File: src/rtl/ram_arb_pkg.sv
// ram_arb_pkg: shared widths and arbiter priority encoding for the
// two-port RAM arbiter slice (ram_arbiter, ram_16x8).
package ram_arb_pkg;

  localparam int ADDR_W = 4;
  localparam int DATA_W = 8;
  localparam int DEPTH  = 16;

  // Priority state: the named requester wins when both request.
  typedef enum logic {
    PRI_A = 1'b0,
    PRI_B = 1'b1
  } pri_t;

endpackage : ram_arb_pkg

File: src/rtl/ram_16x8.sv
// ram_16x8: 16 x 8 single-clock RAM with a registered read output.
// No reset on storage or output register, so it maps onto block RAM.
// Ports:
//   clk     - clock, all state on rising edge
//   i_we    - write enable; i_waddr/i_wdata written at the edge
//   i_waddr - write word address
//   i_wdata - write data
//   i_re    - read enable; r_rdata loads mem[i_raddr] at the edge
//   i_raddr - read word address
//   o_rdata - registered read data, held while i_re is low
module ram_16x8
  import ram_arb_pkg::*;
#(
  parameter INIT_FILE = ""
) (
  input  logic              clk,
  input  logic              i_we,
  input  logic [ADDR_W-1:0] i_waddr,
  input  logic [DATA_W-1:0] i_wdata,
  input  logic              i_re,
  input  logic [ADDR_W-1:0] i_raddr,
  output logic [DATA_W-1:0] o_rdata
);

  logic [DATA_W-1:0] r_mem [DEPTH];
  logic [DATA_W-1:0] r_rdata;

  // Write port.
  always_ff @(posedge clk) begin
    if (i_we) begin
      r_mem[i_waddr] <= i_wdata;
    end
  end

  // Read port: output register only changes on an enabled read.
  always_ff @(posedge clk) begin
    if (i_re) begin
      r_rdata <= r_mem[i_raddr];
    end
  end

  assign o_rdata = r_rdata;

endmodule : ram_16x8

File: src/rtl/ram_arbiter.sv
// ram_arbiter: shares one ram_16x8 between requesters A and B, accepting
// at most one access per cycle with alternating priority on contention.
// Ports (x = a or b):
//   clk      - clock
//   rst      - synchronous active-high reset
//   x_req    - access request, held with x_we/x_addr/x_wdata until granted
//   x_we     - 1 = write, 0 = read
//   x_addr   - word address
//   x_wdata  - write data
//   x_gnt    - access accepted at the coming edge (combinational)
//   x_rvalid - one-cycle pulse, read data valid the cycle after acceptance
//   x_rdata  - read data from the shared RAM output register
module ram_arbiter
  import ram_arb_pkg::*;
#(
  parameter INIT_FILE = ""
) (
  input  logic              clk,
  input  logic              rst,
  input  logic              a_req,
  input  logic              a_we,
  input  logic [ADDR_W-1:0] a_addr,
  input  logic [DATA_W-1:0] a_wdata,
  output logic              a_gnt,
  output logic              a_rvalid,
  output logic [DATA_W-1:0] a_rdata,
  input  logic              b_req,
  input  logic              b_we,
  input  logic [ADDR_W-1:0] b_addr,
  input  logic [DATA_W-1:0] b_wdata,
  output logic              b_gnt,
  output logic              b_rvalid,
  output logic [DATA_W-1:0] b_rdata
);

  pri_t              r_pri;
  pri_t              w_pri_nxt;
  logic              w_a_gnt;
  logic              w_b_gnt;
  logic              r_a_rvalid;
  logic              r_b_rvalid;
  logic              w_we;
  logic              w_re;
  logic [ADDR_W-1:0] w_addr;
  logic [DATA_W-1:0] w_wdata;
  logic [DATA_W-1:0] w_rdata;

  // Grant: a lone requester always wins; on contention the priority
  // state decides. Nothing is accepted while rst is high.
  always_comb begin
    w_a_gnt = 1'b0;
    w_b_gnt = 1'b0;
    if (rst) begin
      w_a_gnt = 1'b0;
      w_b_gnt = 1'b0;
    end else begin
      w_a_gnt = a_req & (~b_req | (r_pri == PRI_A));
      w_b_gnt = b_req & (~a_req | (r_pri == PRI_B));
    end
  end

  // Priority next state: hand priority to the other side after a grant.
  always_comb begin
    w_pri_nxt = r_pri;
    if (w_a_gnt) begin
      w_pri_nxt = PRI_B;
    end else if (w_b_gnt) begin
      w_pri_nxt = PRI_A;
    end else begin
      w_pri_nxt = r_pri;
    end
  end

  // Priority state register.
  always_ff @(posedge clk) begin
    if (rst) begin
      r_pri <= PRI_A;
    end else begin
      r_pri <= w_pri_nxt;
    end
  end

  // Rvalid owner: remembers which port's read was accepted last edge.
  always_ff @(posedge clk) begin
    if (rst) begin
      r_a_rvalid <= 1'b0;
      r_b_rvalid <= 1'b0;
    end else begin
      r_a_rvalid <= w_a_gnt & ~a_we;
      r_b_rvalid <= w_b_gnt & ~b_we;
    end
  end

  // Single RAM access path steered by whichever port was granted.
  always_comb begin
    w_addr  = b_addr;
    w_wdata = b_wdata;
    if (w_a_gnt) begin
      w_addr  = a_addr;
      w_wdata = a_wdata;
    end else begin
      w_addr  = b_addr;
      w_wdata = b_wdata;
    end
  end

  assign w_we = (w_a_gnt & a_we) | (w_b_gnt & b_we);
  assign w_re = (w_a_gnt & ~a_we) | (w_b_gnt & ~b_we);

  ram_16x8 #(
    .INIT_FILE(INIT_FILE)
  ) u_ram (
    .clk    (clk),
    .i_we   (w_we),
    .i_waddr(w_addr),
    .i_wdata(w_wdata),
    .i_re   (w_re),
    .i_raddr(w_addr),
    .o_rdata(w_rdata)
  );

  assign a_gnt = w_a_gnt;
  assign b_gnt = w_b_gnt;
  // A read accepted just before rst must not deliver its pulse during rst.
  assign a_rvalid = r_a_rvalid & ~rst;
  assign b_rvalid = r_b_rvalid & ~rst;
  assign a_rdata  = w_rdata;
  assign b_rdata  = w_rdata;

endmodule : ram_arbiter

File: config.mk
export PLATFORM = sky130hd
export DESIGN_NAME = ram_arbiter
export DESIGN_NICKNAME = d
export VERILOG_FILES = /design/src/rtl/ram_arb_pkg.sv /design/src/rtl/ram_16x8.sv /design/src/rtl/ram_arbiter.sv
export SDC_FILE = /design/constraint.sdc
export NUM_CORES = 1
export LEC_CHECK = 0
export BUFFER_PORTS_ARGS = -buffer_cell sky130_fd_sc_hd__buf_2
export CAP_MARGIN = 20
export CORE_UTILIZATION = 30
export DETAILED_ROUTE_END_ITERATION = 10
export PLACE_DENSITY = 0.58
export SYNTH_ARGS = -nofsm -noshare
export SYNTH_HDL_FRONTEND = slang
export SYNTH_HIERARCHICAL = 1
export SYNTH_SLANG_ARGS = --single-unit
File: constraint.sdc
create_clock -name clk -period 2.5 [get_ports clk]
set_input_delay 0 -clock clk [delete_from_list [all_inputs] [get_ports clk]]
set_output_delay 0 -clock clk [all_outputs]
set_load 0.01 [all_outputs]
==> metrics.cfg, run 1 <==
[cells_and_area]
multiInputGateArea_sq_mm = 0.00138
seqCellArea_sq_mm = 0.00414
layout-drive-gt1-share_pct = 40.6
antenna_cells = 0
synthToLayoutAreaGrowth_pct = 23.0
n_fill_cell = 1638
final_cell_mix = 136 x edfxtp_1, 49 x buf_2, 28 x buf_4, 18 x mux4_2, 17 x clkbuf_16
fin_cells = 596
nNetsFinal = 384
mostFrequentLayoutCell = edfxtp_1

[placement]
dp_hpwl_mm = 7.70
placed_cells = 554
dp_slack_ns = -0.0596
port_buffers = 49
place_congestion = 0.760

[critical_path]
cp_cell_sequence = a21bo_4 > nor2_8 > mux2_8 > buf_4 > mux4_2 > a22oi_1 > nand2_1
crit_required_ns = 2.66
critical_path.slowest_cell = mux2_8
critPathMaxFanout = 30
end_kind = flop
max_stage_delay_ns = 0.49
worstSetupPathType = reg2reg
arrival_ns = 2.57
cp-start-kind = flop

[grt]
grt_max_degree = 31
antenna_found_initial = 0
grt_pass1_vias = 2875
grt_pass1_wl_mm = 17.4
grt_usage_pct = 12.8
grt-ovfl-total = 0

[timing]
fin_ws_ns = 0.0866
slew_headroom_pct = 70.7
fin_crit_sh_pct = 96.5
fin_skew_ns = 0.00634
rsz0062_at_grt = true
max_freq_mhz = 414
fin_hold_ws_ns = 0.0424
period_minus_slack_ns = 2.41
maxSlewViolCount = 0
setup_viol = 0
tightest_slew_ns = 0.439
hold_violations = 0

[synthesis]
synth_area_per_cell_sq_um = 21.0
synth_area_leaders = edfxtp_1 72%, mux4_2 7.2%, mux4_1 6.5%
synth_largest_type_area_fraction_pct = 72.2
syn_inst = 269
synth_fp_nets = 299
ys_seq_area_share_pct = 73.3
ys_ff_latch = 139
synth_largest_area_cell = edfxtp_1
syn_area_sq_mm = 0.00565
ys_warn_count = 6
yosysUniqueCellTypes = 28

[floorplanning]
pin_count = 50
die_h_microns = 139
rows = 49
core_area_sq_mm = 0.0182
die_area_sq_mm = 0.0194
start_util_pct = 31.0
chipWidth_microns = 139

[drt]
drt-total-wl_mm = 11.6
vias_per_cell = 4.71
wl_per_cell_microns = 19.5
drt-pass1-iter-count = 4
ant_nets = 0
drc = 0
via_count = 2806
drt_iter0_markers = 205

[power]
leakage_uw = 0.00243
power_density_mw_per_mm2 = 792
ir_drop_mv = 0.459

[cts]
cts_tree = built
clockBufferDepth = 2
clock_sinks = 139
clock-root-buffer = clkbuf_16
cts_max_level = 4
path_clk_slew_ns = 0.06
clock_latency_ns = 0.42
numCtsBuffers = 17

[hold_path]
min_path_type = in2reg

[run_status]
status = finished, final reports clean

[job]
drv_cap = 0

metrics by stage:
stage	total power [uW]	setup TNS [ns]	utilization, %	cell area (sq um)
2_1_floorplan	2950	0	-	5660
3_3_place_gp	3070	-0.0159	34.3	6240
3_5_place_dp	3080	-0.0772	34.3	6240
4_1_cts	5550	0	37.9	6900
5_1_grt	5670	-0.0184	38.2	6960
6_report	5510	0	38.2	6960
power by group:
group          switching [uW]  internal, uW  total, uW
sequential               11.9          2610       2630
combinational             229           192        421
clock                     913          1550       2460
Yosys cell counts:
| library cell | count |
|---|---|
| buf_2 | 3 |
| buf_6 | 3 |
| or3b_2 | 1 |
| nand2b_1 | 3 |
| a21bo_4 | 1 |
| buf_4 | 10 |
| nor2_8 | 1 |
| a22oi_1 | 16 |
| a211oi_1 | 1 |
| o2bb2ai_1 | 1 |
| nand3_1 | 1 |
| or2b_1 | 1 |
| clkdlybuf4s25_2 | 3 |
| dfxtp_1 | 3 |
| buf_12 | 1 |
| and2_1 | 1 |
| nor3_1 | 6 |
| a31o_2 | 1 |
| nor2_1 | 16 |
| edfxtp_1 | 136 |
| and2b_1 | 1 |
| mux2_2 | 4 |
| mux4_2 | 18 |
| nand3b_1 | 2 |
| nand2_1 | 10 |
| nor2b_1 | 3 |
| mux4_1 | 14 |
| mux2_4 | 8 |
registers in the layout, indices dropped and copies added, names as in the netlist:
| name | flops |
|---|---|
| u_ram/o_rdata | 8 |
| r_a_rvalid | 1 |
| u_ram/r_mem | 128 |
| r_b_rvalid | 1 |
| r_pri | 1 |
logic make-up after synthesis:
family | count (synthesis) | share of synthesized area (%)
buffers and inverters | 20 | 3.08
and+or+nand+nor | 46 | 4.16
muxes | 44 | 16.6
DFF | 139 | 73.3
AOI/OAI and AO/OA | 20 | 2.86
critical path, delay by kind of cell, from the launching register on:
family,cells,cell delay [ns]
muxes,2,0.76
AOI/OAI and AO/OA,2,0.59
DFF,1,0.34
and+or+nand+nor,2,0.22
buffers and inverters,1,0.20
what timing repair did:
item,in CTS,in global routing
gates cloned,0,0
gates resized for setup,3,6
pin swaps,0,1
hold buffers,6,0
endpoints found under the setup margin,6,37
endpoints found under the hold margin,3,0
buffers inserted,0,4
routing by layer:
| layer | wire length (microns) | vias to the layer above | GRT usage [%] |
|---|---|---|---|
| met5 | 0 | - | 0 |
| met4 | 176 | 0 | 5.61 |
| met3 | 577 | 13 | 3.92 |
| met2 | 5460 | 72 | 19.7 |
| met1 | 5430 | 1435 | 16.7 |
| li1 | - | 1286 | - |
area by class of cell:
cell class / count / area share (%)
repair buffers: 86 / 8.15
flip-flops and latches: 139 / 59.6
clock buffers: 18 / 6.17
multi-input cells: 110 / 19.8
clock inverters: 14 / 2.19
well taps: 229 / 4.12
worst paths after layout:
path	startpoint	endpoint	slack, ns	cells after the start
worst min-delay path	a_wdata[3]	u_ram/r_mem[0][3]	0.04	2
worst max-delay path	r_pri	u_ram/o_rdata[0]	0.09	7
worst min register to register	u_ram/r_mem[7][0]	u_ram/o_rdata[0]	0.74	3
worst max register to register	r_pri	u_ram/o_rdata[0]	0.09	7
Note: power is estimated with default switching activity, not from simulation.
==> run 2: changes to the inputs <==
--- a/config.mk
+++ b/config.mk
@@ -8,8 +8,11 @@
 export BUFFER_PORTS_ARGS = -buffer_cell sky130_fd_sc_hd__buf_2
 export CAP_MARGIN = 20
 export CORE_UTILIZATION = 30
+export CTS_BUF_LIST = sky130_fd_sc_hd__clkbuf_16
 export DETAILED_ROUTE_END_ITERATION = 10
 export PLACE_DENSITY = 0.58
+export REMOVE_ABC_BUFFERS = 1
+export SETUP_SLACK_MARGIN = 0.2
 export SYNTH_ARGS = -nofsm -noshare
 export SYNTH_HDL_FRONTEND = slang
 export SYNTH_HIERARCHICAL = 1
==> run 2 against run 1 <==
Net effect: utilization up 0.57 points; routed wire length up 3.1%; via count up 2.6%; clock skew up 0.0036 ns; non-clock buffer count up 3; global-route usage up 0.74 points; die area unchanged; sequential share of layout area down 0.86 points; worst hold slack better by 0.019 ns; critical path type unchanged; critical endpoint is now u_ram/o_rdata[7]; largest cell class unchanged.
==> metrics.cfg, run 2 (synthesis results as in run 1) <==
[run_status]
status = finished, final reports clean

[grt]
grt_pass1_vias = 3046
grt_pass1_wl_mm = 18.5
grt_usage_pct = 13.5
antenna_found_initial = 0
grt-ovfl-total = 0
grt_max_degree = 17

[placement]
dpl_cell_area_sq_mm = 0.00626
dp_hpwl_mm = 7.82
port_buffers = 49
place_congestion = 0.737

[power]
ir_drop_mv = 0.288
finalPower_uw = 5660
power_density_mw_per_mm2 = 801
leakage_uw = 0.00247

[critical_path]
critical_path.slowest_cell = mux4_2
critPathMaxFanout = 8
crit_required_ns = 2.66
cp-start-kind = flop
cp_cell_sequence = a21bo_4 > nor2_8 > mux2_4 > buf_12 > buf_6 > mux4_2 > a22oi_2 > nand2_1
worstSetupPathType = reg2reg
arrival_ns = 2.43
cp_num_buf_inv = 2
crit_family = multiplexers
max_stage_delay_ns = 0.45
end_kind = flop

[cells_and_area]
mostFrequentLayoutCell = edfxtp_1
final_cell_mix = 136 x edfxtp_1, 49 x buf_2, 25 x buf_4, 22 x mux4_2, 17 x clkbuf_16
synthToLayoutAreaGrowth_pct = 24.9
regMostFlops = u_ram/r_mem
finalInstanceArea_sq_mm = 0.00706
largest_reg_flops = 128
nNetsFinal = 387
layout-drive-gt1-share_pct = 43.0
antenna_cells = 0

[cts]
cts_max_level = 4
clock_latency_ns = 0.42
clock_sinks = 139
clock-root-buffer = clkbuf_16
path_clk_slew_ns = 0.06
clockBufferDepth = 2
numCtsBuffers = 17
cts_tree = built

[drt]
drt_iter0_markers = 269
wl_per_cell_microns = 20.0
vias_per_cell = 4.81
via_count = 2880
ant_nets = 0
drt-pass1-iter-count = 4
drc = 0
drt-total-wl_mm = 12.0

[floorplanning]
start_util_pct = 31.0
core_area_sq_mm = 0.0182
die_area_sq_mm = 0.0194
rows = 49
die_h_microns = 139
chipWidth_microns = 139
pin_count = 50

[timing]
setup_viol = 0
slew_headroom_pct = 67.6
tightest_slew_ns = 0.484
fin_crit_sh_pct = 90.7
maxSlewViolCount = 0
fin_skew_ns = 0.00998
period_minus_slack_ns = 2.27
hold_violations = 0
rsz0062_at_grt = true
max_freq_mhz = 441

[job]
drv_cap = 0

[hold_path]
min_path_type = in2reg

run 2: worst paths after layout:
kind / start / endpoint / slack (ns) / cells past startpoint
hold / removal: a_wdata[2] / u_ram/r_mem[12][2] / 0.06 / 2
hold reg to reg: u_ram/r_mem[6][2] / u_ram/o_rdata[2] / 0.76 / 3
setup / recovery: r_pri / u_ram/o_rdata[7] / 0.23 / 8
setup reg to reg: r_pri / u_ram/o_rdata[7] / 0.23 / 8
run 2: timing repair:
action                     4_1_cts  5_1_grt
hold endpoints to repair         3        0
pin swaps                        4        1
hold buffers                     6        0
buffers inserted                 8        0
setup endpoints to repair       16       38
gates resized for setup         22        2
run 2: metal layers:
metal / up-vias / GRT usage, % / wire [microns]
met3: 9 / 3.79 / 878
met4: 0 / 5.61 / 119
met1: 1491 / 17.8 / 5070
li1: 1292 / - / -
met2: 88 / 21.1 / 5930
met5: - / 0 / 0
run 2: through the flow:
| stage | setup TNS, ns | hold WS [ns] | cells | worst slack, ns | util (%) |
|---|---|---|---|---|---|
| floorplan | -1.44 | 0.0464 | 249 | -0.180 | - |
| finish | 0 | 0.0615 | 599 | 0.232 | 38.8 |
| global route | 0 | 0.0693 | 599 | 0.175 | 38.8 |
| detailed placement | 0 | 0.203 | 553 | 0.0492 | 34.4 |
| CTS | 0 | 0.0556 | 599 | 0.217 | 38.7 |
| global placement | 0 | 0.200 | 553 | 0.0657 | 34.4 |
run 2: power breakdown:
group | leakage [uW] | switching (uW) | total [uW] | internal [uW]
combinational | 0.000918 | 245 | 459 | 215
sequential | 0.00125 | 11.0 | 2630 | 2610
clock | 0.000302 | 923 | 2570 | 1650
run 2: area by class of cell:
cell class | count | area [sq um]
sequential | 139 | 4150
clock buffer | 17 | 425
clock inverter | 15 | 181
fill | 1627 | 11100
multi-input combinational | 110 | 1380
tap | 229 | 287
timing repair buffer | 89 | 646
==> run 3: changes to the inputs <==
--- a/config.mk
+++ b/config.mk
@@ -5,12 +5,12 @@
 export SDC_FILE = /design/constraint.sdc
 export NUM_CORES = 1
 export LEC_CHECK = 0
-export BUFFER_PORTS_ARGS = -buffer_cell sky130_fd_sc_hd__buf_2
 export CAP_MARGIN = 20
 export CORE_UTILIZATION = 30
 export CTS_BUF_LIST = sky130_fd_sc_hd__clkbuf_16
 export DETAILED_ROUTE_END_ITERATION = 10
-export PLACE_DENSITY = 0.58
+export DONT_BUFFER_PORTS = 1
+export PLACE_DENSITY = 0.56
 export REMOVE_ABC_BUFFERS = 1
 export SETUP_SLACK_MARGIN = 0.2
 export SYNTH_ARGS = -nofsm -noshare
==> run 3 against run 2 <==
Net effect: fmax shrank 2.8%; first-iteration DRC count shrank 35%; worst hold slack lost 0.060 ns; final cell count shrank 7.7%; combinational power shrank 5.0%; clock power shrank 5%; worst setup slack lost 0.065 ns; via count shrank 4.5%; non-clock buffer count shrank 46.
==> metrics.cfg, run 3 (synthesis results as in run 1) <==
[critical_path]
end_kind = flop
arrival_ns = 2.48
rr_startpoint = r_pri
endpoint = u_ram/o_rdata[1]
r2r-end = u_ram/o_rdata[1]
critical_path.slowest_cell = mux4_2
crit_required_ns = 2.65
worstSetupPathType = reg2reg
cp-start-kind = flop
critPathMaxFanout = 10
reg2reg_depth = 8
cp_cell_sequence = a21bo_4 > nor2_8 > mux2_4 > buf_4 > clkbuf_16 > mux4_2 > a22oi_1 > nand2_1
max_stage_delay_ns = 0.43
cp-startpoint = r_pri
reg2reg_slack_ns = 0.17

[cts]
clock_latency_ns = 0.41
clock_sinks = 139
cts_max_level = 4
path_clk_slew_ns = 0.06
cts_tree = built
clock-root-buffer = clkbuf_16
numCtsBuffers = 17
clockBufferDepth = 2

[drt]
wl_per_cell_microns = 22.2
vias_per_cell = 4.97
drt-total-wl_mm = 12.3
ant_nets = 0
via_count = 2751
drt-pass1-iter-count = 4
drt_iter0_markers = 176
drc = 0

[placement]
place_congestion = 0.727
dpl_cell_area_sq_mm = 0.00600
dp_slack_ns = -0.0689
dp_hpwl_mm = 7.34
port_buffers = 0

[run_status]
status = finished, final reports clean

[floorplanning]
chipWidth_microns = 139
pin_count = 50
rows = 49
die_area_sq_mm = 0.0194
start_util_pct = 31.0
die_h_microns = 139
core_area_sq_mm = 0.0182

[hold_path]
min_path_type = in2reg
hp-start = a_wdata[3]
holdPathStages = 1

[cells_and_area]
mostFrequentLayoutCell = edfxtp_1
largest_reg_flops = 128
layout-drive-gt1-share_pct = 37.0
regMostFlops = u_ram/r_mem
post-route-util_pct = 37.8
final_cell_mix = 136 x edfxtp_1, 23 x mux4_2, 22 x buf_4, 18 x clkbuf_16, 13 x nor2_1
finalInstanceArea_sq_mm = 0.00688
synthToLayoutAreaGrowth_pct = 21.7
antenna_cells = 0
nNetsFinal = 342

[grt]
busiest_layer = met2
antenna_found_initial = 0
grt_usage_pct = 13.1
grt_pass1_wl_mm = 17.8
grt_use_met3_pct = 3.89
grt_pass1_vias = 2818
grt_use_met1_pct = 16.7
grt-ovfl-total = 0
use_met2_pct = 21.3
grt_max_degree = 22

[timing]
tightest_slew_ns = 0.495
max_freq_mhz = 429
hold_violations = 0
slew_headroom_pct = 66.8
fin_ws_ns = 0.168
fin_crit_sh_pct = 93.3
setup_viol = 0
fin_skew_ns = 0.00764
period_minus_slack_ns = 2.33
maxSlewViolCount = 0
rsz0062_at_grt = true

[power]
power_density_mw_per_mm2 = 803
ir_drop_mv = 0.562
leakage_uw = 0.00227

[job]
drv_cap = 0

-- run 3: changes by cell type in the layout (fill, tap and decap cells not counted), sizes merged --
cell and delta:
bufinv -1, inv -3, dlygate4sd3 +4, clkinv +2
clkbuf +1, clkinvlp +1, buf -51, mux2 +1
-- run 3: per-stage QoR --
| step | std cells | TNS (ns) | power, uW | hold WS (ns) |
|---|---|---|---|---|
| detailed placement | 502 | -0.0689 | 3050 | 0.0342 |
| finish | 553 | 0 | 5520 | 0.00192 |
| global placement | 502 | -0.0454 | 3040 | 0.0344 |
| CTS | 550 | 0 | 5540 | 0.000897 |
| floorplan | 249 | -1.44 | 2910 | 0.0464 |
| global route | 553 | 0 | 5680 | 0.00150 |
-- run 3: worst min-delay path by stage --
stage,endpoint,slack (ns)
detailed placement,a_gnt,0.03
global placement,a_gnt,0.03
floorplan,a_rvalid,0.05
CTS,u_ram/r_mem[4][5],0.0009
finish,u_ram/r_mem[5][3],0.002
global route,u_ram/r_mem[4][5],0.002
-- run 3: final cells by class --
class                   instances  area (sq um)
well taps                     229           287
clock inverters                14           156
multi-input cells             111          1420
repair buffers                 43           450
fillers                      1630         11300
clock buffers                  17           425
flip-flops and latches        139          4150
-- run 3: timing repair --
action                                 in CTS  in global routing
pin swaps                                   5                  5
buffers inserted                            6                  2
hold buffers                               10                  0
endpoints found under the hold margin      35                  0
setup endpoints to repair                  64                 64
cloned                                      1                  1
gates resized for setup                    16                 16
-- run 3: report_power, final --
part           internal (uW)  leakage [uW]  switching (uW)
combinational            198      0.000737             238
clock                   1550      0.000281             904
sequential              2620       0.00125            22.6
-- run 3: per-layer routing --
metal  up-vias  share of wire [%]
met5         -                  0
met4         0                1.9
met3        22                4.0
met2        54                 49
met1      1476                 45
li1       1199                  -
-- run 3: critical path: cells and delay by family (launching register included) --
kind,cells,cell delay (ns)
AOI/OAI and AO/OA,2,0.38
buffers and inverters,2,0.33
DFF,1,0.33
muxes,2,0.79
and+or+nand+nor,2,0.24
